## src/rtl/alu_exec_unit.sv

```systemverilog
// alu_exec_unit: iterative execute stage. Logic and arithmetic ops finish in
// one cycle. Shifts run serially, one bit per cycle. Requests arrive and
// results leave through valid/ready handshakes.
//
// Handshake semantics: a transfer happens on a rising edge where valid and
// ready are both high. in_ready depends on state only (high in IDLE).
// out_valid stays high, with result/zero/overflow held stable, until the edge
// where out_ready is high. flush overrides both handshakes on any edge.
module alu_exec_unit #(
  parameter int WIDTH   = 64,
  parameter int SHAMT_W = 6
) (
  input  logic             clk,
  input  logic             rst_n,
  input  logic             flush,
  input  logic             in_valid,
  output logic             in_ready,
  input  logic [3:0]       operation,
  input  logic [WIDTH-1:0] op_a,
  input  logic [WIDTH-1:0] op_b,
  output logic             out_valid,
  input  logic             out_ready,
  output logic [WIDTH-1:0] result,
  output logic             zero,
  output logic             overflow,
  output logic [1:0]       dbg_state
);

  localparam logic [3:0] OP_AND = 4'b0000;
  localparam logic [3:0] OP_OR  = 4'b0001;
  localparam logic [3:0] OP_ADD = 4'b0010;
  localparam logic [3:0] OP_SUB = 4'b0011;
  localparam logic [3:0] OP_XOR = 4'b0100;
  localparam logic [3:0] OP_SLL = 4'b0101;
  localparam logic [3:0] OP_SRL = 4'b0110;

  localparam logic [SHAMT_W-1:0] CNT_ONE = {{(SHAMT_W-1){1'b0}}, 1'b1};

  typedef enum logic [1:0] {
    S_IDLE  = 2'd0,
    S_SHIFT = 2'd1,
    S_DONE  = 2'd2
  } state_t;

  state_t             state_q, state_d;
  logic [WIDTH-1:0]   shreg_q, shreg_d;
  logic [SHAMT_W-1:0] cnt_q, cnt_d;
  logic               left_q, left_d;
  logic [WIDTH-1:0]   result_q, result_d;
  logic               zero_q, zero_d;
  logic               ovf_q, ovf_d;

  logic [WIDTH-1:0]   sum, diff, alu_res, shifted;
  logic [SHAMT_W-1:0] amt;
  logic               is_shift, alu_ovf;

  assign amt      = op_b[SHAMT_W-1:0];
  assign is_shift = (operation == OP_SLL) || (operation == OP_SRL);
  assign sum      = op_a + op_b;
  assign diff     = op_a - op_b;
  assign shifted  = left_q ? (shreg_q << 1) : (shreg_q >> 1);

  // Single-cycle datapath; a zero-amount shift simply passes op_a through.
  always_comb begin
    alu_res = sum;
    alu_ovf = 1'b0;
    case (operation)
      OP_AND: alu_res = op_a & op_b;
      OP_OR:  alu_res = op_a | op_b;
      OP_XOR: alu_res = op_a ^ op_b;
      OP_SLL,
      OP_SRL: alu_res = op_a;
      OP_SUB: begin
        alu_res = diff;
        alu_ovf = (op_a[WIDTH-1] != op_b[WIDTH-1]) && (diff[WIDTH-1] != op_a[WIDTH-1]);
      end
      default: begin
        alu_res = sum;
        alu_ovf = (op_a[WIDTH-1] == op_b[WIDTH-1]) && (sum[WIDTH-1] != op_a[WIDTH-1]);
      end
    endcase
  end

  // Next-state and datapath-register update; flush wins over accept/consume.
  always_comb begin
    state_d  = state_q;
    shreg_d  = shreg_q;
    cnt_d    = cnt_q;
    left_d   = left_q;
    result_d = result_q;
    zero_d   = zero_q;
    ovf_d    = ovf_q;
    case (state_q)
      S_IDLE: begin
        if (!flush && in_valid) begin
          if (is_shift && (amt != '0)) begin
            shreg_d = op_a;
            cnt_d   = amt;
            left_d  = (operation == OP_SLL);
            state_d = S_SHIFT;
          end else begin
            result_d = alu_res;
            zero_d   = (alu_res == '0);
            ovf_d    = alu_ovf;
            state_d  = S_DONE;
          end
        end
      end
      S_SHIFT: begin
        if (flush) begin
          cnt_d   = '0;
          state_d = S_IDLE;
        end else begin
          shreg_d = shifted;
          cnt_d   = cnt_q - CNT_ONE;
          if (cnt_q == CNT_ONE) begin
            result_d = shifted;
            zero_d   = (shifted == '0);
            ovf_d    = 1'b0;
            state_d  = S_DONE;
          end
        end
      end
      S_DONE: begin
        if (flush || out_ready) state_d = S_IDLE;
      end
      default: state_d = S_IDLE;
    endcase
  end

  // State and datapath registers with asynchronous active-low reset.
  always_ff @(posedge clk or negedge rst_n) begin
    if (!rst_n) begin
      state_q  <= S_IDLE;
      shreg_q  <= '0;
      cnt_q    <= '0;
      left_q   <= 1'b0;
      result_q <= '0;
      zero_q   <= 1'b0;
      ovf_q    <= 1'b0;
    end else begin
      state_q  <= state_d;
      shreg_q  <= shreg_d;
      cnt_q    <= cnt_d;
      left_q   <= left_d;
      result_q <= result_d;
      zero_q   <= zero_d;
      ovf_q    <= ovf_d;
    end
  end

  assign in_ready  = (state_q == S_IDLE);
  assign out_valid = (state_q == S_DONE);
  assign result    = result_q;
  assign zero      = zero_q;
  assign overflow  = ovf_q;
  assign dbg_state = state_q;

endmodule
```

## config.mk

```make
export PLATFORM = sky130hd
export DESIGN_NAME = alu_exec_unit
export DESIGN_NICKNAME = d
export VERILOG_FILES = /design/src/rtl/alu_exec_unit.sv
export SDC_FILE = /design/constraint.sdc
export NUM_CORES = 1
export LEC_CHECK = 0
export CAP_MARGIN = 15
export CELL_PAD_IN_SITES_DETAIL_PLACEMENT = 0
export CELL_PAD_IN_SITES_GLOBAL_PLACEMENT = 1
export CORE_UTILIZATION = 35
export DETAILED_ROUTE_END_ITERATION = 16
export GPL_ROUTABILITY_DRIVEN = 1
export PLACE_DENSITY_LB_ADDON = 0.1
export REMOVE_ABC_BUFFERS = 1
export SLEW_MARGIN = 20
export SYNTH_ARGS = -nofsm -noshare
export SYNTH_HDL_FRONTEND = slang
export SYNTH_SLANG_ARGS = --single-unit
```

## constraint.sdc

```tcl
create_clock -name clk -period 5.52 [get_ports clk]
set_input_delay 1.104 -clock clk [delete_from_list [all_inputs] [get_ports clk]]
set_output_delay 1.104 -clock clk [all_outputs]
set_load 0.01 [all_outputs]
```

==> flow_summary.yaml <==
floorplan:
  coreArea_um2: 55200
  initial_core_util_pct: 35.47
  pin_count: 207
  row_count: 86
  die_y_um: 238.5
  dieArea_um2: 56890
  dieWidth_um: 238.5
place:
  gp_congestion: 0.9965
  port_buffers: 206
  dp_hpwl_um: 88590
  numPlacedInstances: 4305
  pre_cts_slack_ps: -979.4
clock_tree:
  clk_latency_ps: 510
  cts-root-buf: "clkbuf_16"
  cts_max_level: 4
  clkTransAtPathRegs_ps: 70
  cts_inserted_buffers: 17
  cts_tree: "yes"
  cts_sinks: 139
  clockBufferDepth: 2
drt:
  vias: 25870
  routed_wl_um: 110700
  detail-route-antenna-nets: 0
  wl_per_cell_um: 25.43
  avgViaCountPerCell: 5.946
  drtPass1Iterations: 6
  drcViolationCount: 0
  drtIter0Drc: 2272
final_layout:
  drive_above_1_share_pct: 26.76
  diodes: 0
  final_nets: 3922
  stdcell_count: 4351
  final_common_cell: "buf_4"
  mostFrequentLayoutCells: "buf_4, nand2_1, a21oi_1, o21ai_0, clkdlybuf4s50_1"
  area_growth_pct: 47.45
  nFillCells: 5476
logic_synthesis:
  async_reset_ff_share_pct: 100.0
  synth_edf_count: 0
  yosys.area.top_type_share_pct: 17.76
  synth-seq-area-share_pct: 17.76
  synth-seq-cells: 139
  synth-main-ff-cell: "dfrtp_1"
  yosys.cell_types.count: 91
  synth_largest_area_cell: "dfrtp_1"
  syn_area_um2: 19580
  synthCells: 2781
  postSynthAreaPerCell_um2: 7.041
  synthTopCellsByArea: "dfrtp_1, ha_1, a21oi_1"
  yosysWarnings: 0
power:
  total_switching_power_mw: 3.011
  clkPwrFrac_pct: 18.2
  powerDensity_nw_per_um2: 229.8
  pwr-share-seq_pct: 24.5
  cellLeakagePower_nw: 13.14
  power.share.switching_pct: 45.39
  combPwrFrac_pct: 57.3
  internal-power_mw: 3.623
  ir_worst_vdd_uv: 271.0
sta:
  skew_ps: 18.70
  whs_ps: 486.5
  layout_setup_ws_ps: 48.62
  finalHoldViolCount: 0
  fin_crit_ps: 5471
  worst_slew_pin_slew_ps: 1093
  max_freq_ghz: 0.1828
  period_share_pct: 99.12
  relSlewSlack_pct: 26.46
  setup_viol: 0
  drv_slew: 0
critical_path:
  path_max_fanout: 7
  r2r_setup_slack_ps: 1320
  slowest_delay_ps: 550
  worstPathRequired_ps: 5930
  r2r.worst_path.cells: 14
  cp-end-kind: "register"
  arrival_ps: 5880
  cp-start-kind: "primary input"
  critPathBufInv: 4
  cp.depth: 18
  crit_type: "in -> reg"
  crit_chain: "clkdlybuf4s50_1 > inv_1 > ha_1 > buf_4 > a211oi_2 > o21bai_2 > o21a_1 > or2_2 > o2111ai_1 > a21oi_1 > or4_1 > a21oi_1 > buf_4 > nand3_1 > nor2_1 > nand3_1 > or4b_4 > o31ai_2"
  slowest_stage: "clkdlybuf4s50_1"
  crit_family: "simple AND/OR/NAND/NOR gates"
hold_path:
  hp-class: "reg -> reg"
  whs_path_depth: 2
global_route:
  grt_max_degree: 79
  grt_pass1_wl_um: 161200
  antenna_found_initial: 2
  grt-ovfl-total: 0
  track_usage_pct: 38.22
  first_global_vias: 25200
flow_run:
  drv_cap: 0
outcome:
  status: "finished clean"
==> final timing paths <==
path,from,to
setup / recovery,op_b[12],zero
hold / removal,overflow,overflow
setup reg to reg,dbg_state[1],zero
hold reg to reg,overflow,overflow
max in group asynchronous,rst_n,result[46]
min in group asynchronous,rst_n,cnt_q[5]
==> layout make-up <==
cell class | instances | area (µm²) | share of cell area (%)
Clock buffer | 17 | 425.4 | 1.474
Clock inverter | 15 | 130.1 | 0.4507
Inverter | 205 | 769.5 | 2.665
Multi-Input combinational cell | 2242 | 15120 | 52.38
Sequential cell | 139 | 3482 | 12.06
Tap cell | 748 | 935.9 | 3.242
Timing Repair Buffer | 985 | 8004 | 27.72
==> synthesized netlist by cell type, drive strengths merged, types with 16 or more instances <==
library cell,n
nor3,99
o31ai,46
clkbuf,130
dfrtp,139
o22ai,26
a31oi,24
a221o,41
buf,65
o21a,18
o221ai,22
o211ai,32
a21oi,280
nand3,63
a211oi,35
mux2,20
xnor2,23
a221oi,42
a21boi,16
ha,193
and2,17
o21ai,261
o21bai,18
nand2,328
a21o,45
nand4,43
nor2b,21
inv,203
nor4,53
mux2i,60
nor2,189
==> sequential cells by signal, indices dropped and copies added (netlist names) <==
name       flops
left_q         1
cnt_q          6
shreg_q       64
overflow       1
result        64
dbg_state      2
zero           1
==> kinds of logic after synthesis <==
logic type      after synthesis  synth area share [%]
buf+inv                     400                 7.905
fa+ha+maj                   195                 12.54
mux                          80                 4.218
xor+xnor                     24                 1.074
flops                       139                 17.76
compound gates             1038                 34.79
simple gates                905                 21.71
==> power groups by stage <==
stage | Combinational [mW] | Sequential (mW) | Clock (mW)
global route | 4.04 | 1.65 | 1.27
floorplan | 1.54 | 1.60 | 0
detailed placement | 3.62 | 1.63 | 0
global placement | 3.59 | 1.61 | 0
finish | 3.80 | 1.62 | 1.21
CTS | 3.68 | 1.61 | 1.25
==> through the flow <==
stage	area [µm²]	TNS [ps]	util (%)	power, mW
global placement	27700	-2309	50.17	5.204
floorplan	18800	-19260	-	3.139
global route	28870	-21.47	52.30	6.957
finish	28870	0	52.30	6.634
detailed placement	27700	-1782	50.18	5.250
CTS	28490	0	51.60	6.532
==> tightest hold or removal path: stages, from the launching register on <==
cell and delay (ps):
dfrtp_1 340, nand2_1 60, o31ai_1 60
==> routing by layer <==
metal,global-route usage [%],up-vias,wire [µm]
met2,60.97,1168,49580
met4,19.35,2,5884
li1,-,11910,-
met5,0,-,13
met1,49.86,12570,47700
met3,5.947,224,7484
==> what timing repair did <==
action	4_1_cts	5_1_grt
endpoints found under the setup margin	1	1
gates resized for setup	38	69
hold buffers	0	0
pin swaps	11	27
setup buffers	3	11
(Power assumes the default switching activity.)
